**src/rtl/dk_hs_ram_arbiter.sv**
```systemverilog
// rtl/dk_hs_ram_arbiter.sv - work RAM port arbiter between the main CPU and the hiscore engine
module dk_hs_ram_arbiter #(
    parameter int AW     = 16,
    parameter int DW     = 8,
    parameter int SETTLE = 4,
    parameter int HOLD   = 2
) (
    input  logic          I_CLK_24576M,
    input  logic          I_RESETn,
    input  logic [AW-1:0] I_CPU_A,
    input  logic [DW-1:0] I_CPU_D,
    input  logic          I_CPU_WE,
    input  logic          I_CPU_PAUSED,
    input  logic [AW-1:0] I_HS_A,
    input  logic [DW-1:0] I_HS_D,
    input  logic          I_HS_WE,
    input  logic          I_HS_REQ,
    input  logic [DW-1:0] I_RAM_Q,
    output logic [AW-1:0] O_RAM_A,
    output logic [DW-1:0] O_RAM_D,
    output logic          O_RAM_WE,
    output logic [DW-1:0] O_HS_Q,
    output logic          O_PAUSE_REQ,
    output logic          O_HS_GRANT,
    output logic          O_CONFLICT
);

    typedef enum logic [1:0] {
        IDLE = 2'd0,
        WAIT = 2'd1,
        OWN  = 2'd2,
        REL  = 2'd3
    } state_t;

    localparam logic [3:0] SETTLE_C  = 4'(SETTLE);
    localparam logic [3:0] HOLD_LAST = 4'(HOLD - 1);

    state_t     state;
    state_t     state_next;
    logic [3:0] settle_cnt;
    logic [3:0] hold_cnt;
    logic       violation;

    // The engine may only keep the RAM while the CPU stays halted and silent.
    assign violation = (state == OWN) && (!I_CPU_PAUSED || I_CPU_WE);

    always_ff @(posedge I_CLK_24576M or negedge I_RESETn) begin
        if (!I_RESETn) begin
            state <= IDLE;
        end else begin
            state <= state_next;
        end
    end

    always_comb begin
        state_next = state;
        O_RAM_A    = I_CPU_A;
        O_RAM_D    = I_CPU_D;
        O_RAM_WE   = 1'b0;
        case (state)
            IDLE: begin
                O_RAM_WE = I_CPU_WE;
                if (I_HS_REQ) begin
                    state_next = WAIT;
                end
            end
            WAIT: begin
                O_RAM_WE = I_CPU_WE;
                if (!I_HS_REQ) begin
                    state_next = REL;
                end else if (settle_cnt == SETTLE_C) begin
                    state_next = OWN;
                end
            end
            OWN: begin
                O_RAM_A  = I_HS_A;
                O_RAM_D  = I_HS_D;
                O_RAM_WE = I_HS_WE && I_CPU_PAUSED;
                if (!I_HS_REQ || !I_CPU_PAUSED) begin
                    state_next = REL;
                end
            end
            REL: begin
                if (hold_cnt == HOLD_LAST) begin
                    state_next = IDLE;
                end
            end
            default: begin
                state_next = IDLE;
            end
        endcase
        // Reset must never let a stray CPU write strobe through to the RAM.
        if (!I_RESETn) begin
            O_RAM_WE = 1'b0;
        end
    end

    always_ff @(posedge I_CLK_24576M or negedge I_RESETn) begin
        if (!I_RESETn) begin
            settle_cnt <= 4'd0;
            hold_cnt   <= 4'd0;
        end else if (state_next != state) begin
            settle_cnt <= 4'd0;
            hold_cnt   <= 4'd0;
        end else begin
            if (state == WAIT) begin
                if (!I_CPU_PAUSED) begin
                    settle_cnt <= 4'd0;
                end else if (settle_cnt != 4'hF) begin
                    settle_cnt <= settle_cnt + 4'd1;
                end
            end
            if (state == REL && hold_cnt != 4'hF) begin
                hold_cnt <= hold_cnt + 4'd1;
            end
        end
    end

    // Status outputs are flopped from the next state so they line up with it.
    always_ff @(posedge I_CLK_24576M or negedge I_RESETn) begin
        if (!I_RESETn) begin
            O_PAUSE_REQ <= 1'b0;
            O_HS_GRANT  <= 1'b0;
            O_CONFLICT  <= 1'b0;
            O_HS_Q      <= '0;
        end else begin
            O_PAUSE_REQ <= (state_next != IDLE);
            O_HS_GRANT  <= (state_next == OWN);
            O_CONFLICT  <= O_CONFLICT || violation;
            if (state == OWN) begin
                O_HS_Q <= I_RAM_Q;
            end
        end
    end

endmodule

```
**config.mk**
```make
export PLATFORM = sky130hd
export DESIGN_NAME = dk_hs_ram_arbiter
export DESIGN_NICKNAME = d
export VERILOG_FILES = /design/src/rtl/dk_hs_ram_arbiter.sv
export SDC_FILE = /design/constraint.sdc
export NUM_CORES = 1
export LEC_CHECK = 0
export ABC_AREA = 0
export BUFFER_PORTS_ARGS = -buffer_cell sky130_fd_sc_hd__buf_2
export CELL_PAD_IN_SITES_DETAIL_PLACEMENT = 0
export CELL_PAD_IN_SITES_GLOBAL_PLACEMENT = 1
export CORE_MARGIN = 3
export CORE_UTILIZATION = 29
export CTS_CLUSTER_SIZE = 30
export DETAILED_ROUTE_END_ITERATION = 12
export PLACE_DENSITY = 0.76
export RECOVER_POWER = 100
export SLEW_MARGIN = 20
export SYNTH_ARGS = -nofsm -noshare
export SYNTH_HDL_FRONTEND = slang
export SYNTH_SLANG_ARGS = --single-unit
```
**constraint.sdc**
```tcl
create_clock -name I_CLK_24576M -period 1.6 [get_ports I_CLK_24576M]
set_input_delay 0.32 -clock I_CLK_24576M [delete_from_list [all_inputs] [get_ports I_CLK_24576M]]
set_output_delay 0.32 -clock I_CLK_24576M [all_outputs]
set_load 0.03 [all_outputs]
```
Yosys cells after proc, flatten, opt, wreduce, memory -nomap -nowiden
Index checks and enable logic that the tools add are counted.

word-level totals
  register bits = 21
  logic and storage cells = 49
  output and inout bits = 36
  bits of input ports = 62

operators by class
  muxes and demuxes = 16
  reductions and logical operators = 14
  eq/ne operators = 10
  $add $sub $neg = 2

operators with widths
  kind                                                              number
  4-bit 2-to-1 mux                                                  6
  16-bit 2-to-1 mux                                                 1
  2-bit 2-to-1 mux                                                  5
  4-bit by 1-bit adder with 4-bit output (second input constant)    2
  8-bit 2-to-1 mux                                                  1
  4-bit != test (second input constant)                             2
  2-bit one-hot mux with 4 select lines                             1
  2-bit == test (second input constant)                             3
  2-bit nonzero test                                                3
  4-bit by 1-bit == test with 1-bit output (second input constant)  1
  4-bit by 3-bit == test with 1-bit output (second input constant)  1
  1-bit logical AND                                                 3
  1-bit logical OR                                                  3
  3-bit by 1-bit != test with 1-bit output (second input constant)  1
  2-bit by 1-bit == test with 1-bit output (second input constant)  1
  1-bit logical NOT                                                 2
  2-bit logical NOT                                                 1
  2-bit != test                                                     1
  1-bit one-hot mux with 2 select lines                             1
  2-bit AND reduction                                               1
  2-bit OR reduction                                                1
  1-bit 2-to-1 mux                                                  1

Logic depth before layout (Yosys ltp)
  word-level depth = 7
  mapped depth = 6
  mapped depth without buffers = 6

Least setup slack after synthesis
Ideal clock, no wire load.

  path type = register to output
  start point = register state[0]
  end point = output port O_RAM_A[15]
  path buffers = 2
  data required time = 1.280 ns
  path slack = -0.040 ns
  arrival time = 1.320 ns
  cell stages (with the launch flop) = 5
  cells stage by stage = dfrtp_1 buf_4 nor2_4 buf_4 mux2_1

between the ends
  word-level cells in the longest chain between the ends = 2

ends and longest elaborated chain
  what                    RTL line  RTL
  from (decl)             38        state_t state;
  from (signal assigned)  51        state <= state_next;
  2-bit == test           60        case (state)
  16-bit 2-to-1 mux       60
  to (decl)               19        output logic [AW-1:0] O_RAM_A,

Every way passes these cells.

Worst setup path after layout
  start point = register state[0]
  end point = output port O_RAM_D[7]

between the ends
  word-level cells in the longest chain between the ends = 2

ends and longest elaborated chain
  what              RTL line  RTL
  2-bit == test     60
  8-bit 2-to-1 mux  60
  to (decl)         20        output logic [DW-1:0] O_RAM_D,

Every way passes these cells.

==> out/qor.csv <==
stage,metric,value,unit
critical_path,worstSetupPathType,flip-flop to primary output,
global_route,antenna_found_initial,0,
synth,synth_top_cell_by_area,dfrtp_1,
final_layout,drive_above_1_share,61.7,%
power_and_ir_drop,total_power,3.53,mW
timing,grt_setup_unrepaired,true,
placement,hpwl,3160,µm
routing,dr.pass1.iters,4,
synth,netlist_area,0.00137,mm²
clocking,cts_tree,built,
critical_path,slowest_stage,dfrtp_1,
global_route,track_usage,13.6,%
critical_path,cp.arrival,1.53,ns
power_and_ir_drop,leakage,0.997,nW
global_route,grt_busiest_layer,met2,
clocking,cts_setup_buffers,0,
routing,viasPerCell,4.70,
clocking,cts-hold-fix-buffers,0,
clocking,cts_buffer_depth,2,
die,pin_count,98,
clocking,clkSinkCount,21,
job,drv_cap,0,
power_and_ir_drop,irDropWorstVdd,0.000733,V
global_route,grt_max_degree,28,
die,core.rowCount,24,
routing,ant_nets,0,
final_layout,multi_input_area,786,µm²
synth,ys_warn_count,0,
routing,drc,0,
timing,tightest_slew,1.11,ns
critical_path,crit_family,flip-flops,
critical_path,regToRegSetupSlack,0.15,ns
timing,hold_viol_final,0,
synth,ys_seq_elements,21,
timing,timing.fmax,541,MHz
critical_path,crit_required,1.28,ns
clocking,clkSlewWorstSetupHoldPaths,0.08,ns
routing,drt_iter0_drc,29,
worst_hold_path,hold_depth,2,
final_layout,final_common_cell,buf_2,
power_and_ir_drop,power.density,1640,mW/mm²
critical_path,reg2reg_depth,5,
placement,place.gp.congestion,0.845,
synth,synth_nets,188,
placement,dp_worst_setup_slack,0.0279,ns
critical_path,worstSetupStartpointType,flip-flop,
timing,slew_violations,0,
synth,syn_inst,122,
final_layout,final_cell_area,0.00215,mm²
timing,final.setup_skew,0.00654,ns
clocking,cts_buffers,3,
timing,maxSlewHeadroom,26.1,%
critical_path,end_kind,primary output,
critical_path,cp_cell_sequence,nor2_4 -> buf_12 -> mux2_2 -> buf_4,
synth,synth_cell_types,34,
global_route,grt_pass1_vias,1321,
final_layout,final_nets,294,
final_layout,synthToLayoutAreaGrowth,56.3,%
clocking,clock_latency,0.27,ns
run_status,violations,setup timing,
routing,wire_per_inst,14.5,µm
timing,tns,-5.53,ns
clocking,htree_levels,1,
timing,holdWs,0.288,ns
worst_hold_path,min_path_type,primary input to flip-flop,
critical_path,critPathMaxFanout,27,
synth,ys_seq_area_share,38.3,%
final_layout,seqCellArea,526,µm²
critical_path,cp_num_buf_inv,2,
run_status,status,"finished, violations left",
timing,setup_slack,-0.250,ns
die,start_util,30.7,%
final_layout,diodes,0,
final_layout,final_cell_mix,"60 x buf_2, 31 x mux2_2, 21 x dfrtp_1",
global_route,gr-usage-met3,3.60,%
critical_path,rr_startpoint,hold_cnt[0],
timing,finalSetupViolCount,25,
clocking,cts_root_buffer,clkbuf_8,
routing,num_vias,1311,
timing,fin_crit_sh,116,%
die,dieArea,0.00559,mm²
placement,port-buffer-count,97,
final_layout,fillerInstances,425,
synth,syn_avg_cell_area,11.3,µm²
global_route,grt_pass1_wl,5800,µm
die,die_w,74.8,µm
global_route,gr-usage-met2,27.8,%
critical_path,cp_slowest_stage_delay,0.41,ns
clocking,cts-resized-gates,46,
die,core_area,0.00447,mm²
critical_path,r2r_end,hold_cnt[1],
synth,synth_top_area_share,38.3,%
placement,dpl_cell_area,0.00198,mm²
synth,synthTopCellsByArea,"dfrtp_1 38%, mux2_2 25%, ha_1 3.6%",
timing,fin_crit,1.85,ns
die,die_h,74.8,µm
global_route,met1_usage,13.9,%
worst_hold_path,min_to,O_HS_Q[2],
routing,wirelength,4040,µm
global_route,grt.overflow.total,0,
worst_hold_path,hold_start,I_RAM_Q[2],
==> final cells by class <==
| class | instances | share of cell area, % |
|---|---|---|
| Sequential cell | 21 | 24.5 |
| Tap cell | 52 | 3.03 |
| Timing Repair Buffer | 107 | 32.8 |
| Multi-Input combinational cell | 90 | 36.6 |
| Inverter | 5 | 0.875 |
| Clock inverter | 1 | 0.233 |
| Clock buffer | 3 | 1.92 |
==> power by group <==
| part | internal [mW] | switching [mW] | total, mW |
|---|---|---|---|
| combinational | 1.04 | 1.30 | 2.34 |
| clock | 0.174 | 0.184 | 0.358 |
| sequential | 0.727 | 0.107 | 0.834 |
| total | 1.94 | 1.59 | 3.53 |
==> synth_stat cells (all sizes together) <==
cell     n
inv      5
nor2     9
nor3b    1
nand2b   3
a31oi    3
or2b     1
ha       4
buf      6
a32oi    1
a21o     1
or2      2
nor4b    1
dfrtp   21
nor3     3
a22oi    1
mux2i    2
a41o     1
a211oi   1
nand2    7
nand3b   4
mux2    32
nand3    3
a21oi    6
nor2b    2
xnor2    1
a311oi   1
==> worst register-to-register path: stages, from the launching register on <==
cell	delay, ns
dfrtp_1	0.39
buf_4	0.15
ha_1	0.23
a31oi_1	0.32
nor2_1	0.07
a211oi_1	0.20
==> per-layer routing <==
metal  wire, µm  vias up
li1           -      649
met1       1500      601
met2       2140       58
met3        384        3
met4         13        0
met5          0        -
==> worst max-delay path by stage <==
stage                     startpoint         end  slack (ns)  depth (start not counted)
after detailed placement    state[0]  O_RAM_D[5]        0.03                          4
after global placement      state[0]  O_RAM_D[5]        0.04                          4
after global routing        state[0]  O_RAM_D[7]       -0.30                          4
after CTS                   state[0]  O_RAM_D[5]       -0.27                          4
after floorplan             state[0]  O_RAM_A[0]      -0.005                          4
final                       state[0]  O_RAM_D[7]       -0.25                          4
==> cells by family after synthesis <==
| logic type | after synthesis | synth area share [%] |
|---|---|---|
| buffers and inverters | 11 | 4.74 |
| AND/OR/NAND/NOR | 36 | 16.0 |
| adder cells (fa/ha/maj) | 4 | 3.65 |
| flip-flops | 21 | 38.3 |
| AO/OA/AOI/OAI | 15 | 9.03 |
| XOR/XNOR | 1 | 0.638 |
| multiplexers | 34 | 27.7 |
==> state kept, by name (all words and copies together) (netlist names) <==
register	flops
O_PAUSE_REQ	1
O_HS_Q	8
settle_cnt	4
state	2
O_CONFLICT	1
hold_cnt	4
O_HS_GRANT	1
==> stage by stage <==
step	instances	utilization, %
6_report	279	48.0
2_1_floorplan	122	-
3_5_place_dp	275	44.2
5_1_grt	279	48.0
4_1_cts	279	48.3
3_3_place_gp	275	44.2
Note: power is estimated with default switching activity, not from simulation.
